## config.mk

```make
export PLATFORM = sky130hd
export DESIGN_NAME = load_store_unit_flat
export DESIGN_NICKNAME = d
export VERILOG_FILES = /design/src/rtl/load_store_unit_pkg.sv /design/src/rtl/load_store_unit_if.sv /design/src/rtl/load_store_unit_align.sv /design/src/rtl/load_store_unit.sv /design/src/flat_wrapper.sv
export SDC_FILE = /design/constraint.sdc
export NUM_CORES = 1
export LEC_CHECK = 0
export BUFFER_PORTS_ARGS = -buffer_cell sky130_fd_sc_hd__clkbuf_2
export CAP_MARGIN = 15
export CORE_MARGIN = 4
export CORE_UTILIZATION = 37
export CTS_CLUSTER_SIZE = 24
export DETAILED_ROUTE_END_ITERATION = 7
export HOLD_SLACK_MARGIN = 0.15
export PLACE_DENSITY = 0.73
export REMOVE_ABC_BUFFERS = 1
export SYNTH_ARGS = -nofsm -noshare
export SYNTH_HDL_FRONTEND = slang
export SYNTH_SLANG_ARGS = --single-unit
```

## constraint.sdc

```tcl
create_clock -name clk -period 9.4 [get_ports clk]
set_input_delay 0.94 -clock clk [delete_from_list [all_inputs] [get_ports clk]]
set_output_delay 0.94 -clock clk [all_outputs]
set_load 0.02 [all_outputs]
```

## src/rtl/load_store_unit_pkg.sv

```systemverilog
`default_nettype none
// ----------------------------------------------------------------------------
// load_store_unit_pkg : shared types and helpers for the load/store unit
// Revision: 1.0
// ----------------------------------------------------------------------------
package load_store_unit_pkg;

   // Encodings match funct3[1:0] of the load/store instructions.
   typedef enum logic [1:0] {
      BYTE      = 2'b00,
      HALF_WORD = 2'b01,
      WORD      = 2'b10,
      DOUBLE    = 2'b11
   } mem_size_t;

   typedef enum logic [1:0] {
      IDLE = 2'b00,
      REQ  = 2'b01,
      WAIT = 2'b10,
      RESP = 2'b11
   } lsu_state_t;

   function automatic logic [3:0] size_bytes(input mem_size_t size);
      return 4'd1 << size;
   endfunction

endpackage
`default_nettype wire

```

## src/rtl/load_store_unit_if.sv

```systemverilog
`default_nettype none
// ----------------------------------------------------------------------------
// load_store_unit_if : pipeline request/response and data-memory bus
// Revision: 1.0
// ----------------------------------------------------------------------------
interface load_store_unit_if #(
   parameter int XLEN = 32
);
   import load_store_unit_pkg::*;

   localparam int NB = XLEN / 8;

   logic            req_valid;
   logic            req_ready;
   logic            req_we;
   mem_size_t       req_size;
   logic            req_unsigned;
   logic [XLEN-1:0] req_addr;
   logic [XLEN-1:0] req_wdata;

   logic            resp_valid;
   logic [XLEN-1:0] resp_rdata;
   logic            resp_misaligned;

   logic            mem_req;
   logic            mem_gnt;
   logic            mem_we;
   logic [XLEN-1:0] mem_addr;
   logic [NB-1:0]   mem_be;
   logic [XLEN-1:0] mem_wdata;
   logic            mem_rvalid;
   logic [XLEN-1:0] mem_rdata;

   // The load/store unit itself.
   modport slave (
      input  req_valid, req_we, req_size, req_unsigned, req_addr, req_wdata,
      output req_ready,
      output resp_valid, resp_rdata, resp_misaligned,
      output mem_req, mem_we, mem_addr, mem_be, mem_wdata,
      input  mem_gnt, mem_rvalid, mem_rdata
   );

   // The pipeline and data memory surrounding it.
   modport master (
      output req_valid, req_we, req_size, req_unsigned, req_addr, req_wdata,
      input  req_ready,
      input  resp_valid, resp_rdata, resp_misaligned,
      input  mem_req, mem_we, mem_addr, mem_be, mem_wdata,
      output mem_gnt, mem_rvalid, mem_rdata
   );

endinterface
`default_nettype wire

```

## src/rtl/load_store_unit_align.sv

```systemverilog
`default_nettype none
// ----------------------------------------------------------------------------
// lsu_align : byte-enable generation, store lane replication, load extraction
// Revision: 1.0
// ----------------------------------------------------------------------------
module lsu_align
   import load_store_unit_pkg::*;
#(
   parameter  int XLEN  = 32,
   localparam int NB    = XLEN / 8,
   localparam int OFF_W = $clog2(NB)
) (
   input  mem_size_t        size,
   input  logic             is_unsigned,
   input  logic [OFF_W-1:0] offset,
   input  logic [XLEN-1:0]  data_in,
   output logic [NB-1:0]    be,
   output logic [XLEN-1:0]  lanes,
   output logic [XLEN-1:0]  ext
);

   logic [3:0]      w_bytes;
   logic [2*NB-1:0] w_be_base;
   logic [XLEN-1:0] w_shifted;
   logic [XLEN-1:0] w_mask;
   logic [XLEN-1:0] w_msb;
   logic            w_sign;

   assign w_bytes   = size_bytes(size);
   assign w_be_base = ((2*NB)'(1) << w_bytes) - (2*NB)'(1);
   assign be        = w_be_base[NB-1:0] << offset;

   // Access sizes are powers of two, so lane i takes source byte i mod size.
   always_comb begin
      lanes = '0;
      for (int i = 0; i < NB; i++) begin
         lanes[8*i +: 8] = data_in[8*(i & (32'(w_bytes) - 1)) +: 8];
      end
   end

   // A full-width mask leaves nothing to extend, which covers WORD on XLEN=32.
   assign w_shifted = data_in >> {offset, 3'b000};
   assign w_mask    = (w_bytes >= 4'(NB)) ? '1 : ((XLEN'(1) << {w_bytes, 3'b000}) - XLEN'(1));
   assign w_msb     = XLEN'(1) << ({w_bytes, 3'b000} - 7'd1);
   assign w_sign    = (|(w_shifted & w_msb)) && !is_unsigned;
   assign ext       = (w_shifted & w_mask) | (w_sign ? ~w_mask : '0);

endmodule
`default_nettype wire

```

## src/rtl/load_store_unit.sv

```systemverilog
`default_nettype none
// ----------------------------------------------------------------------------
// load_store_unit : single-outstanding load/store unit to a data-memory port
// Revision: 1.0
// ----------------------------------------------------------------------------
module load_store_unit
   import load_store_unit_pkg::*;
#(
   parameter int XLEN = 32
) (
   input  logic             clk,
   input  logic             rst,
   load_store_unit_if.slave bus
);

   localparam int              NB          = XLEN / 8;
   localparam int              c_OFF_W     = $clog2(NB);
   localparam logic [XLEN-1:0] c_ADDR_MASK = ~XLEN'(NB - 1);

   lsu_state_t         r_state;
   logic               r_we;
   logic               r_unsigned;
   mem_size_t          r_size;
   logic [c_OFF_W-1:0] r_offset;

   logic               r_req_ready;
   logic               r_resp_valid;
   logic [XLEN-1:0]    r_resp_rdata;
   logic               r_resp_misaligned;
   logic               r_mem_req;
   logic               r_mem_we;
   logic [XLEN-1:0]    r_mem_addr;
   logic [NB-1:0]      r_mem_be;
   logic [XLEN-1:0]    r_mem_wdata;

   logic [3:0]         w_bytes;
   logic               w_accept;
   logic               w_misaligned;
   logic [NB-1:0]      w_st_be;
   logic [XLEN-1:0]    w_st_lanes;
   logic [XLEN-1:0]    w_st_ext_unused;
   logic [NB-1:0]      w_ld_be_unused;
   logic [XLEN-1:0]    w_ld_lanes_unused;
   logic [XLEN-1:0]    w_ld_ext;

   assign w_bytes      = size_bytes(bus.req_size);
   assign w_accept     = bus.req_valid && r_req_ready;
   assign w_misaligned = ((bus.req_addr[c_OFF_W-1:0] & c_OFF_W'(w_bytes - 4'd1)) != '0)
                         || (bus.req_size == DOUBLE && XLEN == 32);

   lsu_align #(.XLEN(XLEN)) u_store_align (
      .size        (bus.req_size),
      .is_unsigned (1'b0),
      .offset      (bus.req_addr[c_OFF_W-1:0]),
      .data_in     (bus.req_wdata),
      .be          (w_st_be),
      .lanes       (w_st_lanes),
      .ext         (w_st_ext_unused)
   );

   lsu_align #(.XLEN(XLEN)) u_load_align (
      .size        (r_size),
      .is_unsigned (r_unsigned),
      .offset      (r_offset),
      .data_in     (bus.mem_rdata),
      .be          (w_ld_be_unused),
      .lanes       (w_ld_lanes_unused),
      .ext         (w_ld_ext)
   );

   always_ff @(posedge clk or posedge rst) begin
      if (rst) begin
         r_state           <= IDLE;
         r_we              <= 1'b0;
         r_unsigned        <= 1'b0;
         r_size            <= BYTE;
         r_offset          <= '0;
         r_req_ready       <= 1'b1;
         r_resp_valid      <= 1'b0;
         r_resp_rdata      <= '0;
         r_resp_misaligned <= 1'b0;
         r_mem_req         <= 1'b0;
         r_mem_we          <= 1'b0;
         r_mem_addr        <= '0;
         r_mem_be          <= '0;
         r_mem_wdata       <= '0;
      end else begin
         case (r_state)
            IDLE: begin
               if (w_accept) begin
                  r_req_ready <= 1'b0;
                  r_we        <= bus.req_we;
                  r_unsigned  <= bus.req_unsigned;
                  r_size      <= bus.req_size;
                  r_offset    <= bus.req_addr[c_OFF_W-1:0];
                  if (w_misaligned) begin
                     r_state           <= RESP;
                     r_resp_valid      <= 1'b1;
                     r_resp_misaligned <= 1'b1;
                     r_resp_rdata      <= '0;
                  end else begin
                     r_state     <= REQ;
                     r_mem_req   <= 1'b1;
                     r_mem_we    <= bus.req_we;
                     r_mem_addr  <= bus.req_addr & c_ADDR_MASK;
                     r_mem_be    <= w_st_be;
                     r_mem_wdata <= w_st_lanes;
                  end
               end
            end
            REQ: begin
               if (bus.mem_gnt) begin
                  r_state     <= WAIT;
                  r_mem_req   <= 1'b0;
                  r_mem_we    <= 1'b0;
                  r_mem_addr  <= '0;
                  r_mem_be    <= '0;
                  r_mem_wdata <= '0;
               end
            end
            WAIT: begin
               if (bus.mem_rvalid) begin
                  r_state      <= RESP;
                  r_resp_valid <= 1'b1;
                  r_resp_rdata <= r_we ? '0 : w_ld_ext;
               end
            end
            RESP: begin
               r_state           <= IDLE;
               r_req_ready       <= 1'b1;
               r_resp_valid      <= 1'b0;
               r_resp_rdata      <= '0;
               r_resp_misaligned <= 1'b0;
            end
            default: r_state <= IDLE;
         endcase
      end
   end

   assign bus.req_ready       = r_req_ready;
   assign bus.resp_valid      = r_resp_valid;
   assign bus.resp_rdata      = r_resp_rdata;
   assign bus.resp_misaligned = r_resp_misaligned;
   assign bus.mem_req         = r_mem_req;
   assign bus.mem_we          = r_mem_we;
   assign bus.mem_addr        = r_mem_addr;
   assign bus.mem_be          = r_mem_be;
   assign bus.mem_wdata       = r_mem_wdata;

endmodule
`default_nettype wire

```

## src/flat_wrapper.sv

```systemverilog
// flat-port wrapper written by rule: the top's interface ports become plain ports
module load_store_unit_flat import load_store_unit_pkg::*;
#(
   parameter int XLEN = 32
)
  (clk, rst, bus_req_valid, bus_req_we, bus_req_size, bus_req_unsigned, bus_req_addr, bus_req_wdata, bus_req_ready, bus_resp_valid, bus_resp_rdata, bus_resp_misaligned, bus_mem_req, bus_mem_we, bus_mem_addr, bus_mem_be, bus_mem_wdata, bus_mem_gnt, bus_mem_rvalid, bus_mem_rdata);
  load_store_unit_if #(.XLEN(XLEN)) bus_i ();
  input  logic clk;
  input  logic rst;
  input wire logic [$bits(bus_i.req_valid)-1:0] bus_req_valid;
  input wire logic [$bits(bus_i.req_we)-1:0] bus_req_we;
  input wire logic [$bits(bus_i.req_size)-1:0] bus_req_size;
  input wire logic [$bits(bus_i.req_unsigned)-1:0] bus_req_unsigned;
  input wire logic [$bits(bus_i.req_addr)-1:0] bus_req_addr;
  input wire logic [$bits(bus_i.req_wdata)-1:0] bus_req_wdata;
  output wire logic [$bits(bus_i.req_ready)-1:0] bus_req_ready;
  output wire logic [$bits(bus_i.resp_valid)-1:0] bus_resp_valid;
  output wire logic [$bits(bus_i.resp_rdata)-1:0] bus_resp_rdata;
  output wire logic [$bits(bus_i.resp_misaligned)-1:0] bus_resp_misaligned;
  output wire logic [$bits(bus_i.mem_req)-1:0] bus_mem_req;
  output wire logic [$bits(bus_i.mem_we)-1:0] bus_mem_we;
  output wire logic [$bits(bus_i.mem_addr)-1:0] bus_mem_addr;
  output wire logic [$bits(bus_i.mem_be)-1:0] bus_mem_be;
  output wire logic [$bits(bus_i.mem_wdata)-1:0] bus_mem_wdata;
  input wire logic [$bits(bus_i.mem_gnt)-1:0] bus_mem_gnt;
  input wire logic [$bits(bus_i.mem_rvalid)-1:0] bus_mem_rvalid;
  input wire logic [$bits(bus_i.mem_rdata)-1:0] bus_mem_rdata;
  assign bus_i.req_valid = bus_req_valid;
  assign bus_i.req_we = bus_req_we;
  assign bus_i.req_size = bus_req_size;
  assign bus_i.req_unsigned = bus_req_unsigned;
  assign bus_i.req_addr = bus_req_addr;
  assign bus_i.req_wdata = bus_req_wdata;
  assign bus_req_ready = bus_i.req_ready;
  assign bus_resp_valid = bus_i.resp_valid;
  assign bus_resp_rdata = bus_i.resp_rdata;
  assign bus_resp_misaligned = bus_i.resp_misaligned;
  assign bus_mem_req = bus_i.mem_req;
  assign bus_mem_we = bus_i.mem_we;
  assign bus_mem_addr = bus_i.mem_addr;
  assign bus_mem_be = bus_i.mem_be;
  assign bus_mem_wdata = bus_i.mem_wdata;
  assign bus_i.mem_gnt = bus_mem_gnt;
  assign bus_i.mem_rvalid = bus_mem_rvalid;
  assign bus_i.mem_rdata = bus_mem_rdata;
  load_store_unit #(.XLEN(XLEN)) u_core (.clk(clk), .rst(rst), .bus(bus_i));
endmodule
```

==> flow_summary.yaml <==
outcome:
  status: "completed"
floorplan:
  die_h_um: 128
  io_pins: 210
  rows: 43
  dieArea_um2: 16400
  core-area_um2: 14000
  initial_utilization_pct: 38.2
  die_x_um: 128
power:
  p_total_w: 0.00222
  static-leakage-power_nw: 3.53
  p_per_area_nw_per_um2: 327
  ir_worst_vdd_v: 0.000236
logic_synthesis:
  synth_compound_area_share_pct: 23.6
  synth_top_area_share_pct: 51.5
  synth.area.top_cells: "dfrtp_1 (52%), a22o_1 (8.4%), mux2i_1 (7.3%)"
  ys_seq_area_share_pct: 52.0
  synth_xor_area_share_pct: 0
  synth_edf_count: 0
  ys_dominant_reg_cell: "dfrtp_1"
  synthCells: 480
  postSynth.asyncResetShare_pct: 100
  synth.largest_area_cell: "dfrtp_1"
  synth.avg_cell_area_um2: 11.1
  synth_fa_ha_area_share_pct: 1.87
  ys_types: 46
  synth-warning-count: 0
  ys_seq_elements: 111
  synth_top_family_by_area: "compound AO/OA/AOI/OAI gates"
  synth-simple-area-share_pct: 7.52
  syn-cell-area_um2: 5340
  muxShareOfSynthArea_pct: 10.5
routing:
  drtIter0Drc: 216
  route.detailed.drc: 0
  drtPass1Iterations: 4
  drt-total-wl_mm: 15.4
  drtAntennaViolNets: 0
  avgRoutedWirePerCell_um: 18.1
  via_per_inst: 5.32
  via_count: 4536
critical_path:
  ff2ff_path_depth: 7
  arrival_ns: 3.02
  startpoint: "bus_req_size[1]"
  crit_path_end_kind: "flop"
  r2r-start: "u_core.r_size[1]"
  crit_fanout: 29
  slowest_stage: "clkbuf_2"
  regToRegEndpoint: "u_core.bus.resp_rdata[16]"
  cp.required_ns: 9.67
  critPathCapture: "u_core.bus.resp_rdata[9]"
  r2r_slack_ns: 6.98
  start_kind: "primary input"
  worstSetupPathType: "in -> reg"
  critical_path.max_stage_delay_ns: 0.57
  crit_chain: "clkbuf_2 > o21ai_2 > a21oi_2 > o21a_1 > nand3_1 > o21ai_1"
global_route:
  globalRouteOverflowTotal: 0
  track_usage_pct: 18.6
  grt_max_degree: 69
  grt_pass1_vias: 4712
  grt_antenna_before_repair: 0
  grt_pass1_wl_mm: 24.3
sta:
  slew_violations: 0
  worstMarginPinSlew_ns: 0.760
  skew_ns: 0.0137
  fin_setup_tns_ns: 0
  holdWs_ns: 0.481
  setup_violations: 0
  rsz0062_at_grt: "false"
  slew_headroom_pct: 49.1
  period_share_pct: 29.2
  hold_viol: 0
  fin_crit_ns: 2.74
  fmax_mhz: 364
final_layout:
  nNetsFinal: 780
  num-fill-cells: 1302
  area_growth_pct: 27.0
  drive_above_1_share_pct: 37.9
  diodes: 0
clock_tree:
  htree_levels: 3
  root_buffer: "clkbuf_16"
  cts_setup_buffers: 0
  insertion_delay_ns: 0.35
  cts_hold_buf: 0
  clkTransAtPathRegs_ns: 0.07
  cts-resized-gates: 0
  numCtsBuffers: 9
  cts_tree: "yes"
  cts_sinks: 111
  cts_max_path_buffers: 2
place:
  gp_congestion: 0.849
  hpwl_mm: 11.3
  io_buffers: 207
hold_path:
  min_from: "u_core.bus.resp_rdata[1]"
  min_path_type: "reg -> reg"
job:
  drv_cap: 0
[report_power, final]
group | internal [W] | switching [W]
logic | 0.000387 | 0.000689
registers | 0.000637 | 0.000110
clock network | 0.000210 | 0.000182
[per-stage QoR]
step           setup WS (ns)  instances  utilization, %  cell area, um2
5_1_grt                 6.47        852            48.5            6780
4_1_cts                 6.57        851            48.3            6760
3_5_place_dp            6.19        835            46.2            6460
3_3_place_gp            6.31        835            46.2            6460
6_report                6.66        852            48.5            6780
2_1_floorplan           5.16        443               -            5150
[metal layers]
metal  GRT usage [%]  vias to the layer above  wire (um)
met5               0                        -          0
met4            5.81                        0        138
met3            5.63                        9       1350
met2            29.7                      181       7140
met1            24.3                     2200       6810
li1                -                     2146          -
[layout make-up]
type                       instances  area [um2]  area share (%)
sequential                       111        2780            41.0
clock buffer                       9         225            3.32
timing repair buffer             213        1090            16.1
multi-input combinational        321        2340            34.5
inverter                          11        43.8           0.646
tap                              180         225            3.32
clock inverter                     7        77.6            1.14
[critical path: cells and delay by family]
| family | cells | cell delay [ns] |
|---|---|---|
| buf+inv | 1 | 0.57 |
| simple gates | 1 | 0.36 |
| compound gates | 4 | 1.12 |
[how the worst min path moves through the flow]
stage / endpoint / slack, ns / cells past startpoint
2_1_floorplan: u_core.r_we / 0.49 / 1
3_3_place_gp: u_core.bus.resp_rdata[2] / 0.46 / 1
3_5_place_dp: u_core.bus.resp_rdata[4] / 0.47 / 1
4_1_cts: u_core.bus.resp_rdata[4] / 0.48 / 1
5_1_grt: u_core.bus.resp_rdata[6] / 0.50 / 1
6_report: u_core.bus.resp_rdata[1] / 0.48 / 1
[cells in the final DEF (no fill, tap or decap), types with 2 or more instances in the layout]
cell	Yosys	routed
a2111oi_0	7	7
a211oi_1	19	19
a21o_1	9	9
a21oi_1	19	19
a22o_1	51	51
buf_4	5	5
clkbuf_16	0	9
clkbuf_2	1	207
conb_1	1	2
dfrtp_1	110	110
ha_1	8	8
inv_1	11	10
inv_6	0	3
mux2_2	13	13
mux2i_1	39	39
nand2_1	28	28
nand2b_1	5	5
nor2_1	26	26
nor2b_1	11	11
nor3_1	5	4
o21a_1	2	2
o21ai_0	14	14
o21ai_1	27	26
o21ai_2	2	3
o2bb2ai_1	16	16
[sequential cells by signal, summed over array words and instances (netlist names), 2 cells and up]
register,count
u_core.r_offset,2
u_core.bus.mem_addr,30
u_core.r_size,2
u_core.bus.mem_wdata,32
u_core.bus.resp_rdata,32
u_core.r_state,2
u_core.bus.mem_be,4
[cells by family after synthesis]
kind of cell,count (synthesis)
AO/OA/AOI/OAI,174
flip-flops,111
AND/OR/NAND/NOR,84
multiplexers,53
buffers and inverters,49
adder cells (fa/ha/maj),8
other,1
[synthesized netlist by cell type (2+ instances only)]
cell / count
a21o_1: 9
dfrtp_1: 110
clkbuf_1: 13
nand2_1: 28
a2111oi_0: 7
nor2_1: 26
o21ai_2: 2
buf_6: 2
o2bb2ai_1: 16
a22o_1: 51
a211oi_1: 19
inv_1: 11
mux2_2: 13
buf_4: 5
a21oi_1: 19
o21ai_1: 27
nor2b_1: 11
nand2b_1: 5
ha_1: 8
o21a_1: 2
buf_2: 15
o21ai_0: 14
nor3_1: 5
buf_1: 2
mux2i_1: 39
(Power assumes the default switching activity.)
